--- src/rtl/lcd_frame_read_pkg.sv ---
// lcd_frame_read_pkg: shared FSM state type and bus constants for the LCD frame read path
package lcd_frame_read_pkg;
  typedef enum logic [1:0] {IDLE, ISSUE, DRAIN, FINISH} state_t;
  localparam logic [3:0] BYTEENABLE_ALL = 4'hF;
  localparam int WORD_BYTES = 4;
endpackage

--- src/rtl/lcd_sync_fifo.sv ---
// lcd_sync_fifo: show-ahead synchronous FIFO with occupancy count and synchronous flush
module lcd_sync_fifo #(
  parameter int W = 32,
  parameter int DEPTH = 8
) (
  input  logic                     clk,
  input  logic                     reset,
  input  logic                     flush,
  input  logic                     push,
  input  logic                     pop,
  input  logic [W-1:0]             din,
  output logic [W-1:0]             dout,
  output logic                     empty,
  output logic [$clog2(DEPTH):0]   count
);
  localparam int AW = $clog2(DEPTH);
  localparam int CW = AW + 1;
  logic [W-1:0] mem [DEPTH];
  logic [AW-1:0] wr_ptr, rd_ptr;
  logic do_push, do_pop;
  always_comb begin
    empty = count == '0;
    do_pop = pop & ~empty;
    do_push = push & ((count != CW'(DEPTH)) | do_pop);
    dout = mem[rd_ptr];
  end
  always_ff @(posedge clk) begin
    if (reset || flush) begin
      wr_ptr <= '0;
      rd_ptr <= '0;
      count <= '0;
    end else begin
      if (do_push) wr_ptr <= wr_ptr + AW'(1);
      if (do_pop) rd_ptr <= rd_ptr + AW'(1);
      count <= count + CW'(do_push) - CW'(do_pop);
    end
  end
  always_ff @(posedge clk)
    if (do_push) mem[wr_ptr] <= din;
endmodule

--- src/rtl/lcd_frame_read_master.sv ---
// lcd_frame_read_master: Avalon-MM pipelined read master feeding a valid/ready word stream; define LCD_FRAME_READ_MASTER_STALL_CNT_EN to add stall_cycles
module lcd_frame_read_master
  import lcd_frame_read_pkg::*;
#(
  parameter int ADDR_W = 32,
  parameter int LEN_W = 16,
  parameter int FIFO_DEPTH = 8,
  parameter int MAX_PENDING = 4
) (
  input  logic              clk,
  input  logic              reset,
  input  logic              start,
  input  logic              abort,
  input  logic [ADDR_W-1:0] base_addr,
  input  logic [LEN_W-1:0]  length,
  output logic              busy,
  output logic              done,
  output logic              aborted,
  output logic [ADDR_W-1:0] avm_address,
  output logic              avm_read,
  output logic [3:0]        avm_byteenable,
  input  logic              avm_waitrequest,
  input  logic [31:0]       avm_readdata,
  input  logic              avm_readdatavalid,
  output logic [31:0]       out_data,
  output logic              out_valid,
  input  logic              out_ready
`ifdef LCD_FRAME_READ_MASTER_STALL_CNT_EN
  , output logic [31:0]     stall_cycles
`endif
);
  localparam int CW = $clog2(FIFO_DEPTH) + 1;
  localparam int SW = CW + 1;
  state_t state;
  logic [LEN_W-1:0] remaining_req, rem_nxt;
  logic [CW-1:0] pending, fifo_count;
  logic [SW-1:0] pnd_nxt, sum_nxt;
  logic [31:0] fifo_head;
  logic abort_flag, fifo_empty, accept, rsp, push, pop, credit;
  assign avm_byteenable = BYTEENABLE_ALL;
  // credit looks at post-edge occupancy, ignoring pops and responses so it can only be pessimistic
  always_comb begin
    accept = avm_read & ~avm_waitrequest;
    rsp = avm_readdatavalid & (pending != '0);
    push = rsp & ~abort_flag;
    out_valid = ~fifo_empty & ~abort_flag;
    pop = out_valid & out_ready;
    out_data = out_valid ? fifo_head : '0;
    rem_nxt = remaining_req - LEN_W'(accept);
    pnd_nxt = SW'(pending) + SW'(accept);
    sum_nxt = pnd_nxt + SW'(fifo_count);
    credit = (sum_nxt < SW'(FIFO_DEPTH)) && (pnd_nxt < SW'(MAX_PENDING));
  end
  always_ff @(posedge clk) begin
    if (reset) begin
      state <= IDLE;
      busy <= 1'b0;
      done <= 1'b0;
      aborted <= 1'b0;
      avm_read <= 1'b0;
      abort_flag <= 1'b0;
      avm_address <= '0;
      remaining_req <= '0;
      pending <= '0;
    end else begin
      done <= 1'b0;
      pending <= pending + CW'(accept) - CW'(rsp);
      if (accept) begin
        avm_address <= avm_address + ADDR_W'(WORD_BYTES);
        remaining_req <= rem_nxt;
      end
      case (state)
        IDLE: if (start) begin
          busy <= 1'b1;
          aborted <= 1'b0;
          avm_address <= base_addr & ~ADDR_W'(WORD_BYTES - 1);
          remaining_req <= length;
          avm_read <= length != '0;
          state <= length == '0 ? FINISH : ISSUE;
        end
        ISSUE: begin
          if (abort) abort_flag <= 1'b1;
          if (!(avm_read && avm_waitrequest)) begin
            if (abort || abort_flag || rem_nxt == '0) begin
              avm_read <= 1'b0;
              state <= DRAIN;
            end else avm_read <= credit;
          end
        end
        DRAIN: begin
          if (abort) abort_flag <= 1'b1;
          if (pending == '0 && (fifo_empty || abort_flag)) state <= FINISH;
        end
        FINISH: begin
          done <= 1'b1;
          busy <= 1'b0;
          aborted <= abort_flag;
          abort_flag <= 1'b0;
          state <= IDLE;
        end
        default: state <= IDLE;
      endcase
    end
  end
`ifdef LCD_FRAME_READ_MASTER_STALL_CNT_EN
  always_ff @(posedge clk) begin
    if (reset || (state == IDLE && start)) stall_cycles <= '0;
    else if (avm_read && avm_waitrequest && !(&stall_cycles)) stall_cycles <= stall_cycles + 32'd1;
  end
`endif
  lcd_sync_fifo #(.W(32), .DEPTH(FIFO_DEPTH)) u_fifo (
    .clk(clk),
    .reset(reset),
    .flush(abort_flag),
    .push(push),
    .pop(pop),
    .din(avm_readdata),
    .dout(fifo_head),
    .empty(fifo_empty),
    .count(fifo_count)
  );
endmodule

--- config.mk ---
export PLATFORM = sky130hd
export DESIGN_NAME = lcd_frame_read_master
export DESIGN_NICKNAME = d
export VERILOG_FILES = /design/src/rtl/lcd_frame_read_pkg.sv /design/src/rtl/lcd_sync_fifo.sv /design/src/rtl/lcd_frame_read_master.sv
export SDC_FILE = /design/constraint.sdc
export NUM_CORES = 1
export LEC_CHECK = 0
export ABC_AREA = 1
export BUFFER_PORTS_ARGS = -buffer_cell sky130_fd_sc_hd__buf_2
export CORE_MARGIN = 2
export CORE_UTILIZATION = 59
export DETAILED_ROUTE_END_ITERATION = 8
export HOLD_SLACK_MARGIN = 0.06
export PLACE_DENSITY_LB_ADDON = 0.3
export SYNTH_ARGS = -nofsm -noshare
export SYNTH_HDL_FRONTEND = slang
export SYNTH_HIERARCHICAL = 1
export SYNTH_SLANG_ARGS = --single-unit
--- constraint.sdc ---
create_clock -name clk -period 5.21 [get_ports clk]
set_clock_uncertainty 0.2 [all_clocks]
set_input_delay 0.521 -clock clk [delete_from_list [all_inputs] [get_ports clk]]
set_output_delay 0.521 -clock clk [all_outputs]
set_load 0.05 [all_outputs]
==> impl_metrics.py <==
metrics = {
    "status": {
        "status": "complete, no violations",
    },
    "drt": {
        "drt_iter0_markers": 970,
        "wl_per_cell_um": 15.9,
        "drc": 0,
        "vias": 10967,
        "final_antenna_net_count": 0,
        "drt-vias-per-instance": 5.40,
        "drt_wl_total_mm": 32.3,
        "first_pass_iters": 5,
    },
    "cells_and_area": {
        "drive_gt1_share_pct": 16.2,
        "syn2layout_area_growth_pct": 15.3,
        "layout_commonest_cell": "nor2_1",
        "fin_nets": 1789,
        "final_cell_mix": "nor2_1 (327), edfxtp_1 (256), nand2_1 (195)",
        "final_area_um2": 17100,
        "antenna_cells": 0,
    },
    "yosys": {
        "syn_avg_cell_area_um2": 9.72,
        "synth.distinct_cells": 43,
        "ys_ff_latch": 326,
        "synth_seq_area_share_pct": 61.2,
        "synth_area_um2": 14900,
        "ys_warn_count": 6,
        "postSynthCellCount": 1529,
    },
    "worst_hold_path": {
        "min_path_type": "input port to flip-flop",
        "worstHoldStart": "avm_readdata[12]",
        "min_path_cells": 1,
        "min_to": "u_fifo/mem[1][12]",
    },
    "setup_path": {
        "cp-start-kind": "flip-flop",
        "cp_max_fo": 69,
        "crit_family": "buffers and inverters",
        "reg2reg_to": "u_fifo/mem[7][1]",
        "regToRegStartpoint": "u_fifo/count[2]",
        "crit_chain": "clkinv_2 > buf_12 > o21ai_0 > o21ai_1 > nand2_1 > nand2_1 > inv_1 > nor2_1 > buf_2",
        "critPathMaxStageDelay_ns": 0.77,
        "cp_data_required_time_ns": 4.49,
        "r2r_setup_slack_ns": 1.61,
        "crit_slowest_cell": "clkinv_2",
        "end_kind": "primary output",
        "cp_common_cell": "nand2_1",
        "cp.arrival_ns": 3.13,
        "critPathBufInv": 4,
        "critical_path_class": "flip-flop to primary output",
        "reg2regPathDepth": 12,
    },
    "sta": {
        "fin_crit_ns": 3.85,
        "whs_ns": 0.0778,
        "fmax_mhz": 260,
        "setup_viol": 0,
        "worst_slack_ns": 1.36,
        "worst_slew_pin_slew_ns": 1.08,
        "drv_slew": 0,
        "rsz0062_at_grt": "no",
        "hold_viol": 0,
        "fin_tns_setup_ns": 0,
        "maxSlewHeadroom_pct": 27.9,
        "fin_crit_sh_pct": 73.9,
    },
    "floorplanning": {
        "fp-row-count": 58,
        "start_util_pct": 59.5,
        "die-area_um2": 26500,
        "die-height_um": 163,
        "die_w_um": 163,
        "fp.coreArea_um2": 25000,
        "ioPinCount": 160,
    },
    "global_routing": {
        "grt_first_pass_wirelength_mm": 51.1,
        "met1_usage_pct": 31.8,
        "top_usage_layer": "met2",
        "grt_max_degree": 107,
        "grt_pass1_vias": 10323,
        "grt_overflow": 0,
        "grtUsageMet3_pct": 4.74,
        "grt_util_all_layers_pct": 24.4,
        "use_met2_pct": 42.3,
        "antenna_found_initial": 3,
    },
    "clock_network": {
        "hold_buffers": 11,
        "cts_tree": "built",
        "clk_pin_slew_ns": 0.06,
        "cts_resized": 0,
        "htree_levels": 2,
        "cts_root_buffer": "clkbuf_16",
        "clock_latency_ns": 0.51,
        "cts_setup_buffers": 0,
        "clock-sinks": 326,
        "cts_buffers": 35,
        "cts_max_path_buffers": 3,
    },
    "placed_design": {
        "dpl_cell_area_um2": 15800,
        "portBuffers": 151,
        "dp_slack_ns": 1.60,
        "hpwl_mm": 18.6,
        "gp_congestion": 0.835,
    },
    "power": {
        "max-vdd-ir-drop_v": 0.000365,
        "power_mw": 9.09,
        "power.density_nw_per_um2": 530,
        "leakage_nw": 7.05,
    },
    "job": {
        "maxCapViolations": 0,
    },
}
[how the worst max path moves through the flow]
stage,cells after the start,endpoint,startpoint,slack (ns)
finish,9,out_data[15],flip-flop,1.36
global route,9,out_data[19],flip-flop,1.12
CTS,9,out_data[15],flip-flop,1.32
detailed placement,12,u_fifo/mem[7][16],u_fifo/count[2],1.60
global placement,12,u_fifo/mem[7][16],u_fifo/count[2],1.69
floorplan,11,u_fifo/mem[6][0],u_fifo/count[2],-0.15
[synthesized netlist by cell type, drive strengths merged]
cell type | instances | area, um^2
nor2 | 348 | 1380
edfxtp | 256 | 7690
o21ai | 247 | 1240
nand2 | 207 | 820
inv | 134 | 503
dfxtp | 70 | 1400
a21oi | 48 | 240
clkbuf | 40 | 155
buf | 37 | 278
nand3 | 33 | 180
ha | 26 | 325
nor3 | 20 | 128
xor2 | 19 | 166
xnor2 | 11 | 96.3
nand4 | 6 | 37.5
nand3b | 5 | 37.5
o211ai | 5 | 42.5
a31o | 3 | 26.3
o221ai | 3 | 26.3
conb | 2 | 7.51
fa | 2 | 40.0
nor4 | 2 | 12.5
a211oi | 1 | 7.51
a31oi | 1 | 6.26
and3 | 1 | 6.26
clkinv | 1 | 3.75
nor3b | 1 | 7.51
[through the flow]
stage / cells / util, %
floorplan: 1533 / -
global placement: 1956 / 63.4
detailed placement: 1956 / 63.4
CTS: 2030 / 68.6
global route: 2030 / 68.6
finish: 2030 / 68.6
[report_power, final]
part	switching [mW]	total, mW	internal [mW]	leakage, nW
Clock	0.980	2.53	1.55	0.588
Combinational	2.33	3.16	0.830	3.57
Sequential	0.250	3.40	3.15	2.89
Total	3.56	9.09	5.53	7.05
[logic make-up after synthesis]
logic type / share of synthesized area, %
XOR/XNOR: 1.77
other: 0.0505
AO/OA/AOI/OAI: 10.7
AND/OR/NAND/NOR: 17.6
adder cells (fa/ha/maj): 2.46
flip-flops: 61.2
buffers and inverters: 6.32
[per-layer routing]
layer | share of wire, % | up-vias | wire length [um]
met5 | 0.11 | - | 34
met4 | 1.6 | 6 | 533
met3 | 7.1 | 53 | 2300
met2 | 49 | 379 | 15800
met1 | 42 | 5135 | 13600
li1 | - | 5394 | -
[area by class of cell]
class | instances | area [um^2]
Clock buffer | 45 | 953
Clock inverter | 18 | 241
Timing Repair Buffer | 181 | 1020
Sequential cell | 326 | 9100
Inverter | 135 | 508
Multi-Input combinational cell | 995 | 4900
Tap cell | 330 | 413
Fill cell | 1838 | 7830
[registers in the layout (all words and copies together), names as in the netlist, named ones only]
register       cells
busy               1
abort_flag         1
done               1
u_fifo/count       4
pending            4
avm_read           1
state              2
aborted            1
avm_address       30
u_fifo/rd_ptr      3
u_fifo/mem       256
remaining_req     16
u_fifo/wr_ptr      3
Note: power is estimated with default switching activity, not from simulation.
